$ cat src/rtl/div_unit.sv
// div_unit: multi-cycle radix-2 restoring integer divider (signed/unsigned)
// for the EX stage. One operation in flight; stalls the pipeline while busy
// and presents quotient/remainder with a one-cycle ready pulse.
// Optional build macro: DIV_ZERO_FAST_EN -- a zero divisor skips the
// iterations and goes straight to DONE with the divide-by-zero results.
module div_unit #(
  parameter int WIDTH = 32
) (
  input  logic             clock,
  input  logic             reset,
  input  logic             start,
  input  logic             signed_op,
  input  logic [WIDTH-1:0] dividend,
  input  logic [WIDTH-1:0] divisor,
  input  logic             cancel,
  output logic             busy,
  output logic             stall_request,
  output logic             ready,
  output logic [WIDTH-1:0] quotient,
  output logic [WIDTH-1:0] remainder
);

  localparam int CW = $clog2(WIDTH);

`ifdef DIV_ZERO_FAST_EN
  localparam bit FAST_DZ = 1'b1;
`else
  localparam bit FAST_DZ = 1'b0;
`endif

  typedef enum logic [1:0] {S_IDLE, S_BUSY, S_DONE} state_t;

  state_t           state, state_nxt;
  logic [WIDTH:0]   prem;       // partial remainder, one extra bit for the trial subtract
  logic [WIDTH-1:0] shreg;      // dividend bits shift out of the top, quotient bits in at the bottom
  logic [WIDTH-1:0] dvs_r;      // divisor magnitude
  logic [CW-1:0]    cnt;
  logic             q_neg, r_neg;

  // Operand conditioning at accept time
  logic             accept, dvd_neg, dvs_neg, dvs_zero, fast_dz;
  logic [WIDTH-1:0] in_dvd_mag, in_dvs_mag;

  // One restoring step
  logic [WIDTH:0]   shifted, trial, prem_step;
  logic             q_bit;
  logic [WIDTH-1:0] q_step, q_fin, r_fin;

  assign accept     = (state != S_BUSY) && start && !cancel;
  assign dvd_neg    = signed_op && dividend[WIDTH-1];
  assign dvs_neg    = signed_op && divisor[WIDTH-1];
  assign dvs_zero   = (divisor == '0);
  assign fast_dz    = FAST_DZ && dvs_zero;
  assign in_dvd_mag = dvd_neg ? (~dividend + 1'b1) : dividend;
  assign in_dvs_mag = dvs_neg ? (~divisor + 1'b1) : divisor;

  // prem stays below the divisor magnitude (or below 2^WIDTH for a zero
  // divisor), so its top bit is always clear and the shift loses nothing.
  assign shifted   = (prem << 1) | {{WIDTH{1'b0}}, shreg[WIDTH-1]};
  assign trial     = shifted - {1'b0, dvs_r};
  assign q_bit     = ~trial[WIDTH];
  assign prem_step = q_bit ? trial : shifted;
  assign q_step    = {shreg[WIDTH-2:0], q_bit};
  // A zero divisor clears q_neg at accept, so the all-ones quotient is kept
  // and negating the dividend magnitude restores the raw dividend.
  assign q_fin     = q_neg ? (~q_step + 1'b1) : q_step;
  assign r_fin     = r_neg ? (~prem_step[WIDTH-1:0] + 1'b1) : prem_step[WIDTH-1:0];

  assign busy  = (state == S_BUSY);
  assign ready = (state == S_DONE);
  // Gated by reset so a held start cannot stall the pipe during reset
  assign stall_request = reset && !cancel &&
                         ((state == S_BUSY) || ((state != S_BUSY) && start));

  // State register
  always_ff @(posedge clock or negedge reset) begin
    if (!reset) state <= S_IDLE;
    else        state <= state_nxt;
  end

  // Next-state: cancel wins, DONE lasts one cycle unless a new op is issued
  always_comb begin
    state_nxt = state;
    if (cancel) begin
      state_nxt = S_IDLE;
    end else begin
      case (state)
        S_IDLE, S_DONE: begin
          if (start) state_nxt = fast_dz ? S_DONE : S_BUSY;
          else       state_nxt = S_IDLE;
        end
        S_BUSY:  if (cnt == '0) state_nxt = S_DONE;
        default: state_nxt = S_IDLE;
      endcase
    end
  end

  // Datapath: load on accept, iterate in BUSY, results only on the edge into DONE
  always_ff @(posedge clock or negedge reset) begin
    if (!reset) begin
      prem      <= '0;
      shreg     <= '0;
      dvs_r     <= '0;
      cnt       <= '0;
      q_neg     <= 1'b0;
      r_neg     <= 1'b0;
      quotient  <= '0;
      remainder <= '0;
    end else if (accept) begin
      prem  <= '0;
      shreg <= in_dvd_mag;
      dvs_r <= in_dvs_mag;
      cnt   <= CW'(WIDTH - 1);
      q_neg <= (dvd_neg ^ dvs_neg) && !dvs_zero;
      r_neg <= dvd_neg;
      if (fast_dz) begin
        quotient  <= '1;
        remainder <= dividend;
      end
    end else if (state == S_BUSY && !cancel) begin
      prem  <= prem_step;
      shreg <= q_step;
      cnt   <= cnt - 1'b1;
      if (cnt == '0) begin
        quotient  <= q_fin;
        remainder <= r_fin;
      end
    end
  end

endmodule

$ cat config.mk
export PLATFORM = sky130hd
export DESIGN_NAME = div_unit
export DESIGN_NICKNAME = d
export VERILOG_FILES = /design/src/rtl/div_unit.sv
export SDC_FILE = /design/constraint.sdc
export NUM_CORES = 1
export LEC_CHECK = 0
export ABC_CLOCK_PERIOD_IN_PS = 6510
export BUFFER_PORTS_ARGS = -buffer_cell sky130_fd_sc_hd__buf_2
export CAP_MARGIN = 20
export CELL_PAD_IN_SITES_DETAIL_PLACEMENT = 1
export CELL_PAD_IN_SITES_GLOBAL_PLACEMENT = 2
export CORE_UTILIZATION = 36
export CTS_CLUSTER_DIAMETER = 40
export DETAILED_ROUTE_END_ITERATION = 6
export PLACE_DENSITY = 0.79
export SYNTH_ARGS = -nofsm -noshare
export SYNTH_HDL_FRONTEND = slang
export SYNTH_SLANG_ARGS = --single-unit
$ cat constraint.sdc
create_clock -name clock -period 6.51 [get_ports clock]
set_input_delay 0.651 -clock clock [delete_from_list [all_inputs] [get_ports clock]]
set_output_delay 0.651 -clock clock [all_outputs]
set_load 0.02 [all_outputs]
==> results by group <==
CTS
  – Count of H-tree levels built during CTS: 4
  – Number of sinks on the clock net: approximately 170
  – Clock slew at reported path FFs: ~80 ps
  – Number of buffers inserted to repair setup after CTS: 0
  – Resized cells post-CTS: 0
  – Root Buffer Master: sky130_fd_sc_hd__clkbuf_16
  – CTS tree: built
  – Insertion delay to the later sink of the worst-skew pair: 460 ps
  – Number of buffers on the longest clock path: 2
  – Cts hold-fix bufs: 0
  – TritonCTS Buffers: 17

Global route
  – Global Route Usage Sum: 24.28%
  – Maximum number of pins on one net before global-route repair: approximately 110
  – Number of global-route vias before repair: 11220
  – First-pass GRT wire length: around 64 mm
  – Antenna violations before repair: 0
  – GR Overflow Total: 0

STA
  – Unrepaired setup endpoints after global routing: no
  – Time the worst path needs with I/O delays and setup: about 5700 ps
  – Fin Hold WS: roughly 190 ps
  – Setup Viol. Count Final: 0
  – Worst-margin pin slew: 1107 ps
  – Tcrit/Tclk final: approximately 87%
  – Worst clock skew: between 15 and 20 ps
  – Max Clk Rate: between 150 and 200 MHz
  – Final Slew Violations: 0
  – Headroom to the max-slew limit: 26.21%
  – Sum of negative setup slack: 0 ps
  – Final Hold Viols: 0

Finish
  – Final nets: 1694
  – Number of non-filler instances in the completed layout: just over 2000
  – Flip-flop and latch area: ~4200 um^2
  – Final std cell area, no fill: between 10000 and 15000 um^2
  – Antenna fix cells: 0
  – Layout-stage area growth over the synthesis result: 13.45%
  – Area occupied by multi-input gates: roughly 7300 um^2
  – Layout cell share with drive strength beyond 1: approximately 14%
  – Number of filler instances in the final layout: ~4000

Routing
  – Total Routed Length: just over 40 mm
  – Pre-Repair DR Iteration Count: 5
  – Detailed-route DRC error count: 0
  – Initial DRC Count: between 600 and 700
  – Routed via count: ~11000
  – WL per Instance: 19.81 um
  – Remaining antenna violation count: 0
  – Drt via density: about 5.6

Logic synthesis
  – Synthesized net count: between 1500 and 2000
  – Top_reg_cell synth: sky130_fd_sc_hd__dfrtp_1
  – Ys Warns: 0
  – Mapped cell area: approximately 12000 um^2
  – Register bit total from synthesis: 169
  – Distinct cell type count after synthesis: slightly above 90
  – Most repeated cell in the gate-level netlist after synthesis: sky130_fd_sc_hd__nand2_1
  – Post-synthesis share of cell area spent on full adders, half adders and majority gates: a little over 4%
  – Number of enable-type register cells in the synthesized netlist: 0
  – Post-Synth Simple-Gate Area: 20.43%
  – Synth async-reset ratio: 100.0%
  – Number of instances in the synthesized netlist: 1501
  – Fraction of synthesized cell area taken by the top area cell type: 34.96%
  – Largest family of logic cells by synthesized area: compound AO/OA/AOI/OAI gates
  – Compound-Gate Fraction of Synth Area: 24.19%
  – Area share of xor/xnor cells in the synthesized design: under 10%
  – Top post-synthesis cells by count: sky130_fd_sc_hd__nand2_1, sky130_fd_sc_hd__o21ai_0, sky130_fd_sc_hd__dfrtp_1
  – Mean instance size in the synthesized netlist: just over 8 um^2
  – Multiplexer share of the synthesized area: under 10%
  – Share of the yosys chip area belonging to registers: between 30% and 40%
  – Area contributors post-synth: sky130_fd_sc_hd__dfrtp_1, sky130_fd_sc_hd__o21ai_0, sky130_fd_sc_hd__nand2_1
  – Cell taking the most area after synthesis: sky130_fd_sc_hd__dfrtp_1

Min path
  – Path category of the worst min-delay check: in -> async

Setup path
  – Capturing element type of the critical path: flop
  – Critical path start-end classification: reg -> reg
  – Startpoint type of the worst setup path: flop
  – Worst path arrival time: 5960 ps
  – Delay of the slowest critical-path stage: between 400 and 500 ps
  – Critical path peak fanout: 37
  – Critical Path Most Common Cell: sky130_fd_sc_hd__inv_1
  – Required time at the worst-slack endpoint: 6810 ps
  – Cell Chain, Critical Path: inv_1, ha_1, inv_1, fa_1, a211oi_2, o211ai_2, a211o_1, nand3_4, a31o_4, nand2_8, inv_4, mux2i_1, ha_1, nand2_1, inv_1, o2111ai_1, a2111oi_0, o22ai_1, nor4_2, mux2i_1, o311ai_0
  – Standard cell with the maximum stage delay on the critical path: sky130_fd_sc_hd__a2111oi_0

Floorplanning
  – Area of the die: between 30000 and 40000 um^2
  – DIE HEIGHT: around 190 um
  – Core Area: ~33000 um^2
  – Starting density of the core: between 30% and 40%
  – Num ports: about 140
  – Num rows: 66
  – Die outline width: around 190 um

Placement
  – DP Cell Count: 2007
  – Post-placement cell area: approximately 13000 um^2
  – GPL Wtd Cong: 0.8810
  – Quantity of I/O buffers inserted on ports: between 100 and 150
  – Detail Placement HPWL: between 30 and 40 mm

Pwr
  – Worst voltage drop across the vdd grid: ~0.00018 V
  – Leakage: slightly above 6 nW
  – PwrDens: about 250 nW/um^2
  – Overall power: approximately 0.0034 W

Job
  – MaxCap Viol Count: 0

Status
  – Outcome: completed
flip-flops by register name (all words and copies together) (netlist names):
name and flops:
q_neg 1, prem 32, state 2, shreg 32, remainder 32, cnt 5, dvs_r 32, quotient 32
r_neg 1
cells by family after synthesis:
group | after synthesis
xor gates and xnor gates | 130
adders and majority gates | 39
and+or+nand+nor | 516
muxes | 28
AOI/OAI and AO/OA | 481
buffers and inverters | 138
DFF | 169
critical path, delay by kind of cell (launching register included):
kind | cells | cell delay (ps)
and+or+nand+nor | 4 | 840
buffers and inverters | 4 | 640
adders and majority gates | 3 | 880
muxes | 2 | 570
AOI/OAI and AO/OA | 8 | 2120
DFF | 1 | 400
per-layer routing:
layer  wire, um  up-vias  track usage (%)
met3       1157       36            3.107
met1      20380     5575            35.19
li1           -     5539                -
met2      18270      196            37.78
met4        625        0            6.248
met5          0        -                0
where the power goes:
part	internal (W)	total [W]	switching, W
Sequential	0.00117	0.00130	0.000136
Clock	0.000558	0.00107	0.000507
Combinational	0.000376	0.00105	0.000673
Total	0.00210	0.00342	0.00132
cell usage in the layout (no fill, tap or decap), types with 15 or more instances in the layout:
master                      netlist  routed
sky130_fd_sc_hd__dfrtp_1        169     169
sky130_fd_sc_hd__a21oi_1        119     119
sky130_fd_sc_hd__inv_1           54      54
sky130_fd_sc_hd__nand2_1        223     223
sky130_fd_sc_hd__o31ai_1         24      24
sky130_fd_sc_hd__mux2i_1         22      22
sky130_fd_sc_hd__xnor2_1         62      62
sky130_fd_sc_hd__xor2_1          68      68
sky130_fd_sc_hd__o21ai_0        197     197
sky130_fd_sc_hd__nor2_1         111     111
sky130_fd_sc_hd__nor3_1          35      35
sky130_fd_sc_hd__nand3_1         15      15
sky130_fd_sc_hd__ha_1            38      38
sky130_fd_sc_hd__or4_1           16      16
sky130_fd_sc_hd__clkbuf_16        0      17
sky130_fd_sc_hd__nor4_1          18      18
sky130_fd_sc_hd__buf_2           16     134
path summary, 6_finish.rpt:
| kind | from | endpoint | slack [ps] | depth (start not counted) |
|---|---|---|---|---|
| worst max-delay path | shreg[31] | remainder[28] | 860 | 21 |
| worst min-delay path | reset | prem[23] | 190 | 1 |
| worst max register to register | shreg[31] | remainder[28] | 860 | 21 |
| worst min register to register | quotient[6] | quotient[6] | 470 | 2 |
| max in group asynchronous | reset | dvs_r[20] | 5110 | 2 |
| min in group clock | cancel | state[0] | 470 | 2 |
area by class of cell:
type / count / area share, %
sequential: 169 / 30.82
multi-input combinational: 1194 / 53.47
tap: 442 / 4.030
timing repair buffer: 147 / 5.745
clock inverter: 13 / 1.131
inverter: 57 / 1.577
clock buffer: 19 / 3.228
through the flow:
stage	utilization, %	setup WS, ps
2_1_floorplan	-	1879
3_3_place_gp	39.94	1184
3_5_place_dp	39.94	979.4
4_1_cts	41.76	955.2
5_1_grt	41.86	465.6
6_report	41.86	856.7
(Power assumes the default switching activity.)
